--- config.mk ---
export PLATFORM = sky130hd
export DESIGN_NAME = mem_bus_arbiter
export DESIGN_NICKNAME = d
export VERILOG_FILES = /design/src/rtl/mem_bus_pkg.sv /design/src/rtl/rr_priority_picker.sv /design/src/rtl/mem_bus_arbiter.sv
export SDC_FILE = /design/constraint.sdc
export NUM_CORES = 1
export LEC_CHECK = 0
export CORE_AREA = 2 2 163 165
export DETAILED_ROUTE_END_ITERATION = 8
export DIE_AREA = 0 0 165 167
export PLACE_DENSITY = 0.66
export SLEW_MARGIN = 20
export SYNTH_ARGS = -nofsm -noshare
export SYNTH_HDL_FRONTEND = slang
export SYNTH_SLANG_ARGS = --single-unit
--- constraint.sdc ---
create_clock -name clk -period 3.15 [get_ports clk]
set_clock_uncertainty 0.2 [all_clocks]
set_input_delay 0.63 -clock clk [delete_from_list [all_inputs] [get_ports clk]]
set_output_delay 0.63 -clock clk [all_outputs]
set_load 0.01 [all_outputs]
--- src/rtl/mem_bus_pkg.sv ---
// Shared types and constants for the round-robin memory bus arbiter.
// Imported by the arbiter top level and its priority picker.
package mem_bus_pkg;

    typedef enum logic {
        ARB_IDLE,
        ARB_BUSY
    } arb_state_e;

    localparam int DEF_NUM_MASTERS = 4;
    localparam int DEF_ADDR_W      = 32;
    localparam int DEF_DATA_W      = 32;

    // Smallest width that can index n entries; never below 1 bit.
    function automatic int clog2(input int n);
        int w;
        w = 1;
        for (int i = 1; i < 32; i++) begin
            if ((1 << i) < n) begin
                w = i + 1;
            end
        end
        return w;
    endfunction

endpackage

--- src/rtl/rr_priority_picker.sv ---
// Combinational round-robin picker: first set request at or above ptr, wrapping around.
// Uses a double-width copy of the request vector so the wrap needs no second search.
module rr_priority_picker
    import mem_bus_pkg::*;
#(
    parameter int N  = DEF_NUM_MASTERS,
    parameter int PW = clog2(DEF_NUM_MASTERS)
) (
    input  logic [N-1:0]  req,
    input  logic [PW-1:0] ptr,
    output logic [N-1:0]  grant,
    output logic [PW-1:0] grant_idx
);

    logic [2*N-1:0] dblReq;
    logic [2*N-1:0] mask;
    logic [2*N-1:0] masked;
    logic           found;

    // Bits below ptr in the lower copy are masked; the upper copy supplies the wrapped candidates.
    always_comb begin
        dblReq    = {req, req};
        mask      = ~(({{(2*N-1){1'b0}}, 1'b1} << ptr) - {{(2*N-1){1'b0}}, 1'b1});
        masked    = dblReq & mask;
        grant     = '0;
        grant_idx = '0;
        found     = 1'b0;
        for (int i = 0; i < 2*N; i++) begin
            if (!found && masked[i]) begin
                found     = 1'b1;
                grant_idx = PW'(i % N);
            end
        end
        if (found) begin
            grant[grant_idx] = 1'b1;
        end
    end

endmodule

--- src/rtl/mem_bus_arbiter.sv ---
// Round-robin arbiter sharing one memory slave port between NUM_MASTERS requesters.
// One outstanding transaction; the winner's fields are latched for the whole slave access.
module mem_bus_arbiter
    import mem_bus_pkg::*;
#(
    parameter int NUM_MASTERS = DEF_NUM_MASTERS,
    parameter int ADDR_W      = DEF_ADDR_W,
    parameter int DATA_W      = DEF_DATA_W
) (
    input  logic                              clk,
    input  logic                              rst,
    input  logic [NUM_MASTERS-1:0]            m_req,
    input  logic [NUM_MASTERS-1:0]            m_we,
    input  logic [NUM_MASTERS*ADDR_W-1:0]     m_addr,
    input  logic [NUM_MASTERS*DATA_W-1:0]     m_wdata,
    input  logic [NUM_MASTERS*(DATA_W/8)-1:0] m_be,
    output logic [NUM_MASTERS-1:0]            m_ready,
    output logic [DATA_W-1:0]                 m_rdata,
    output logic                              s_req,
    output logic                              s_we,
    output logic [ADDR_W-1:0]                 s_addr,
    output logic [DATA_W-1:0]                 s_wdata,
    output logic [DATA_W/8-1:0]               s_be,
    input  logic                              s_ack,
    input  logic [DATA_W-1:0]                 s_rdata
);

    localparam int PW   = clog2(NUM_MASTERS);
    localparam int BE_W = DATA_W / 8;

    arb_state_e             state_q;
    logic [PW-1:0]          ptr_q;
    logic [PW-1:0]          ptr_d;
    logic [PW-1:0]          idx_q;
    logic [NUM_MASTERS-1:0] grant_q;
    logic                   req_q;
    logic                   we_q;
    logic [ADDR_W-1:0]      addr_q;
    logic [DATA_W-1:0]      wdata_q;
    logic [BE_W-1:0]        be_q;

    logic [NUM_MASTERS-1:0] pickGrant;
    logic [PW-1:0]          pickIdx;
    logic [ADDR_W-1:0]      selAddr;
    logic [DATA_W-1:0]      selWdata;
    logic [BE_W-1:0]        selBe;

    rr_priority_picker #(
        .N  (NUM_MASTERS),
        .PW (PW)
    ) uPicker (
        .req       (m_req),
        .ptr       (ptr_q),
        .grant     (pickGrant),
        .grant_idx (pickIdx)
    );

    assign selAddr  = m_addr [int'(pickIdx)*ADDR_W +: ADDR_W];
    assign selWdata = m_wdata[int'(pickIdx)*DATA_W +: DATA_W];
    assign selBe    = m_be   [int'(pickIdx)*BE_W   +: BE_W];

    // The completed master drops to lowest priority next time round.
    assign ptr_d = (idx_q == PW'(NUM_MASTERS - 1)) ? '0 : idx_q + 1'b1;

    always_ff @(posedge clk) begin
        if (rst) begin
            state_q <= ARB_IDLE;
            ptr_q   <= '0;
            idx_q   <= '0;
            grant_q <= '0;
            req_q   <= 1'b0;
            we_q    <= 1'b0;
            addr_q  <= '0;
            wdata_q <= '0;
            be_q    <= '0;
        end else begin
            case (state_q)
                ARB_IDLE: begin
                    if (|m_req) begin
                        grant_q <= pickGrant;
                        idx_q   <= pickIdx;
                        we_q    <= m_we[pickIdx];
                        addr_q  <= selAddr;
                        wdata_q <= selWdata;
                        be_q    <= selBe;
                        req_q   <= 1'b1;
                        state_q <= ARB_BUSY;
                    end
                end
                ARB_BUSY: begin
                    if (s_ack) begin
                        ptr_q   <= ptr_d;
                        req_q   <= 1'b0;
                        state_q <= ARB_IDLE;
                    end
                end
                default: begin
                    req_q   <= 1'b0;
                    state_q <= ARB_IDLE;
                end
            endcase
        end
    end

    assign s_req   = req_q;
    assign s_we    = we_q;
    assign s_addr  = addr_q;
    assign s_wdata = wdata_q;
    assign s_be    = be_q;

    // Acks seen outside BUSY are spurious and never reach a master.
    assign m_ready = (state_q == ARB_BUSY && s_ack) ? grant_q : '0;
    assign m_rdata = s_rdata;

endmodule
==> results of run 1 <==
## worst min-delay path: stages (launching register included)
cell and delay, ps:
dfxtp_1 310, nand2_1 50, a21oi_1 50
## per-stage QoR
step | power (uW) | setup slack (ps) | hold slack, ps | area, sq um
floorplan | 2010 | 434 | 232 | 5420
detailed placement | 2890 | -55.0 | 248 | 9290
global route | 4190 | -14.7 | 282 | 9610
finish | 3970 | 149 | 257 | 9610
CTS | 4020 | 6.14 | 257 | 9580
global placement | 2870 | 16.2 | 243 | 9290
## cell type report
type,instances,area [sq um],share of cell area [%]
Tap cell,335,419,4.36
Timing Repair Buffer,390,3980,41.4
Clock buffer,10,239,2.49
Clock inverter,4,47.5,0.495
Sequential cell,79,1580,16.5
Multi-Input combinational cell,496,3320,34.6
Inverter,4,15.0,0.156
## how the worst max path moves through the flow
stage	from	slack (ps)	cells past startpoint	to
2_1_floorplan	ptr_q[0]	430	11	s_addr[0]
3_3_place_gp	m_req[2]	20	8	s_wdata[10]
3_5_place_dp	ptr_q[0]	-50	11	s_wdata[10]
4_1_cts	ptr_q[0]	6	11	s_wdata[10]
5_1_grt	ptr_q[0]	-10	11	s_addr[23]
6_report	ptr_q[0]	150	11	s_addr[23]
## metal layers
metal | vias to the layer above | track usage, % | wire [um]
li1 | 3190 | - | -
met1 | 3240 | 21.8 | 10800
met2 | 378 | 30.8 | 12700
met3 | 26 | 6.00 | 2610
met4 | 0 | 4.65 | 346
met5 | - | 0 | 0
## report_power, final
part | switching, uW | internal, uW | total, uW | leakage, uW
Sequential | 66.2 | 1120 | 1190 | 0.000657
Combinational | 784 | 903 | 1690 | 0.00274
Clock | 473 | 626 | 1100 | 0.000140
## cells in the final DEF (no fill, tap or decap), types with 16 or more instances in the layout
| cell type | count |
|---|---|
| clkdlybuf4s50_1 | 355 |
| nor2_1 | 80 |
| dfxtp_1 | 77 |
| a211oi_1 | 70 |
| a221oi_1 | 54 |
| nand3_1 | 45 |
| a21o_1 | 45 |
| o21ai_0 | 44 |
| a21oi_1 | 22 |
| buf_4 | 22 |
| nand2b_1 | 16 |
## logic make-up (layout without fill, tap and decap cells)
logic type | count (synthesis) | in the layout | synth area share (%)
DFF | 79 | 79 | 29.2
buffers and inverters | 113 | 408 | 11.1
and+or+nand+nor | 195 | 195 | 17.4
adders and majority gates | 7 | 7 | 1.62
AOI/OAI and AO/OA | 294 | 294 | 40.7
## timing repair
item,CTS,global route
gates resized for setup,1,6
setup endpoints to repair,1,63
setup buffers,0,0
## registers in the layout, summed over array words and instances, names as in the netlist
name and cells:
s_we 1, grant_q 4, s_wdata 32, idx_q 2, ptr_q 2, state_q 1
s_be 4, s_req 1, s_addr 32
==> key figures, run 1 <==
Floorplanning
  • Die area: 27,600 sq um
  • Boundary Pins: 421
  • Core area: 25,800 sq um
  • Die X: 165 um
  • Initial core utilization: 21.0%
  • Die H: 167 um
  • Cell Rows: 59

Synth
  • Mapped Cells: 688
  • #FFs+latches synth: 79
  • Number of synthesized flops with an enable pin: 0
  • Yosys top cell area share: 29.2%
  • Dominant synthesized flop cell: dfxtp_1
  • Most common cell in the netlist: nor2_1
  • Ys Warns: 0
  • Part of the Yosys area used for sequential elements: 29.2%
  • Post-Syn Area: 5420 sq um
  • Most instantiated cells after synthesis: nor2_1, dfxtp_1, a211oi_1
  • Distinct cell type count after synthesis: 45
  • Avg Cell Area, Syn: 7.88 sq um
  • Top post-synthesis cells by area: dfxtp_1, a211oi_1, a221oi_1
  • Yosys top cell by area: dfxtp_1
  • Ys async rst share: 0%
  • Syn_nets: 1,010

Worst setup path
  • Slowest cell on crit path: or3b_4
  • Crit path kind: flip-flop to flip-flop
  • Slowest cell delay on critical path: 410 ps
  • Flop-to-flop setup slack: 150 ps
  • Worst Path Required: 3140 ps
  • WP buf/inv: 3
  • Crit-path cells: inv_1 -> ha_1 -> inv_1 -> ha_1 -> or3b_4 -> a211o_1 -> a2bb2oi_4 -> buf_12 -> a221o_1 -> o311ai_1 -> a211oi_1
  • Arrival time at the worst endpoint: 2990 ps
  • Reg-to-Reg End: s_addr[23]
  • Largest delay share family, worst path: compound AO/OA/AOI/OAI gates
  • Critical path launch point type: flip-flop
  • Critical Path Sink Type: flip-flop
  • Reg2Reg Launch Point: ptr_q[0]
  • R2r worst-path depth: 11
  • CP max FO: 15

Finish
  • Area grow syn2layout: 77.2%
  • Diode count: 0
  • # fillers: 2,642
  • Fin nets: 1,302
  • Final Util: 37.3%
  • Layout cells sized above 1: 7.02%
  • Post-Layout Cell Count: 1,318

Hold path
  • Hold path cells: 2
  • Hold crit path type: flip-flop to flip-flop
  • Hold worst-path end: grant_q[2]
  • Hold path start: grant_q[2]

GRT
  • First-pass GRT wire length: 38,100 um
  • Remaining Overflow, GRT: 0
  • Initial antenna violation count: 1
  • Largest net degree at the start of global routing: 88
  • Vias in the first global route: 6,557
  • GR Util All Layers: 18.1%

STA
  • Fmax: 333 MHz
  • Final Hold Fails: 0
  • Slew margin rel.: 36.3%
  • Tmin final: 3000 ps
  • Slew @ Worst Pin: 956 ps
  • Final setup TNS: 0 ps
  • Slew Limit Fails: 0
  • Final setup viols: 0
  • RSZ-0062 raised after global routing: true
  • Final period util: 95.3%

Place
  • Port Buffer Count: 356
  • Post-placement cell count: 1,304
  • DPL Wire Length: 19,200 um
  • Gpl congestion: 0.799

Clocking
  • CTS Sinks: 79
  • Worst-path clk slew: 70 ps
  • CTS tree: built
  • TritonCTS Buffers: 9
  • CTS H-tree lvls: 3
  • Worst skew pair latency: 350 ps
  • CTS root buf: clkbuf_16
  • Clock buffer depth: 2
  • Post-CTS Hold Buffers: 0

Power and ir drop
  • VDD IR max: 0.000194 V
  • Cell area power density: 414 nW/um^2
  • Leak pwr: 0.00354 uW

Job
  • Max cap viols: 0

Drt
  • Routed WL: 26,400 um
  • Drt drc: 0
  • Router iterations before antenna repair: 5
  • Vias/cell: 5.19
  • Via count: 6,834
  • WL per Instance: 20.0 um
  • Detailed Route Iter0 Violations: 497
  • Routed Antenna Nets: 0

Status
  • Status: finished, final reports clean
(Power assumes the default switching activity.)
==> run 2, diff against run 1 <==
--- a/config.mk
+++ b/config.mk
@@ -5,6 +5,7 @@
 export SDC_FILE = /design/constraint.sdc
 export NUM_CORES = 1
 export LEC_CHECK = 0
+export CAP_MARGIN = 20
 export CORE_AREA = 2 2 163 165
 export DETAILED_ROUTE_END_ITERATION = 8
 export DIE_AREA = 0 0 165 167
==> constraint.sdc (replaced) <==
create_clock -name clk -period 3.15 [get_ports clk]
set_clock_uncertainty 0.2 [all_clocks]
set_input_delay 0.945 -clock clk [delete_from_list [all_inputs] [get_ports clk]]
set_output_delay 0.945 -clock clk [all_outputs]
set_load 0.01 [all_outputs]
==> key figures, run 2 (synthesized netlist as in run 1, its figures left out) <==
STA
  • Tmin final: 3080 ps
  • Slew Limit Fails: 0
  • Post-route setup slack: 70.1 ps
  • Slew @ Worst Pin: 496 ps
  • Slew margin rel.: 66.9%
  • Final setup viols: 0
  • RSZ-0062 raised after global routing: false
  • Fmax: 325 MHz
  • Final period util: 97.8%
  • Final Hold Fails: 0

Place
  • Gpl congestion: 0.781
  • Port Buffer Count: 356
  • DP Worst Slack: -313 ps
  • Post-place instance area: 9670 sq um
  • DPL Wire Length: 20,000 um

Clocking
  • TritonCTS Buffers: 9
  • Worst-path clk slew: 70 ps
  • CTS root buf: clkbuf_16
  • CTS H-tree lvls: 3
  • CTS Sinks: 79
  • Post-CTS Hold Buffers: 0
  • Clock buffer depth: 2
  • CTS tree: built
  • Worst skew pair latency: 350 ps

Drt
  • Routed Antenna Nets: 0
  • WL per Instance: 19.6 um
  • Vias/cell: 5.05
  • Detailed Route Iter0 Violations: 360
  • Router iterations before antenna repair: 5
  • Drt drc: 0
  • Routed WL: 26,700 um
  • Via count: 6,875

Finish
  • Commonest non-fill, non-tap cell in the layout: clkdlybuf4s50_1
  • Area grow syn2layout: 85.7%
  • Final Cell Area: 10,100 sq um
  • Layout cells sized above 1: 11.0%
  • Fin nets: 1,343
  • Most frequent cells in the layout: clkdlybuf4s50_1, nor2_1, dfxtp_1
  • Diode count: 0

Power and ir drop
  • Power, Total: 4250 uW
  • Switching power: 1360 uW
  • Cell area power density: 422 nW/um^2
  • Combinational share of power: 42.2%
  • Internal: 2890 uW
  • Leak pwr: 0.00380 uW
  • Net Sw Frac: 32.0%
  • VDD IR max: 0.000193 V
  • Clock power frac: 29.9%
  • Sequential share of power: 27.9%

GRT
  • Vias in the first global route: 6,578
  • GR Util All Layers: 18.3%
  • Initial antenna violation count: 0
  • Largest net degree at the start of global routing: 46
  • Remaining Overflow, GRT: 0
  • First-pass GRT wire length: 38,200 um

Floorplanning
  • Die area: 27,600 sq um
  • Cell Rows: 59
  • Die H: 167 um
  • Boundary Pins: 421
  • Initial core utilization: 21.0%
  • Die X: 165 um
  • Core area: 25,800 sq um

Hold path
  • Hold crit path type: flip-flop to flip-flop
  • Hold path start: grant_q[2]

Status
  • Status: finished, final reports clean

Job
  • Max cap viols: 0

Worst setup path
  • Worst Path Required: 2000 ps
  • Worst setup path end: m_ready[1]
  • Reg-to-Reg End: s_addr[0]
  • CP max FO: 5
  • R2r worst-path depth: 11
  • CP Launch Point: s_ack
  • Reg2Reg Launch Point: ptr_q[0]
  • Crit path kind: primary input to output port
  • Flop-to-flop setup slack: 150 ps
  • Critical path launch point type: primary input
  • Arrival time at the worst endpoint: 1930 ps
  • Critical Path Sink Type: output port
[run 2: critical path: stages]
cell             delay [ps]
clkdlybuf4s15_2         250
and3_1                  190
clkdlybuf4s50_1         550
[run 2: what timing repair did]
item | in CTS | in global routing
endpoints found under the setup margin | 4 | 65
resized for setup | 3 | 10
gates cloned | 0 | 0
endpoints found under the hold margin | 0 | 0
pin swaps | 0 | 2
buffers inserted | 0 | 2
[run 2: how the worst min path moves through the flow]
stage,endpoint,slack [ps],cells past startpoint
2_1_floorplan,grant_q[2],230,2
3_3_place_gp,s_req,250,2
3_5_place_dp,grant_q[2],250,2
4_1_cts,grant_q[2],260,2
5_1_grt,s_req,280,2
6_report,grant_q[2],250,2
[run 2: area by class of cell]
cell class	instances	area, sq um
clock buffers	11	233
clock inverters	5	106
fillers	2608	15700
inverters	4	15.0
multi-input cells	496	3330
flip-flops and latches	79	1580
well taps	335	419
repair buffers	431	4380
[run 2: power by group through the flow]
stage               Clock, uW  Sequential (uW)  Combinational, uW
global placement            0             1210               1780
floorplan                   0             1250                755
detailed placement          0             1210               1790
finish                   1270             1190               1800
CTS                      1320             1190               1790
global route             1350             1200               1930
[run 2: metal layers]
| layer | up-vias | routed length, um | GRT usage (%) |
|---|---|---|---|
| met5 | - | 0 | 0 |
| met4 | 0 | 529 | 5.18 |
| met3 | 39 | 2370 | 5.21 |
| met2 | 336 | 13200 | 32.2 |
| met1 | 3226 | 10500 | 21.4 |
| li1 | 3274 | - | - |
[run 2: stage by stage]
step	setup TNS, ps	cells	utilization [%]	hold slack [ps]
2_1_floorplan	0	688	-	232
3_3_place_gp	-7770	1343	37.5	246
3_5_place_dp	-10360	1343	37.5	246
4_1_cts	0	1359	38.9	256
5_1_grt	0	1361	39.1	280
6_report	0	1361	39.1	254
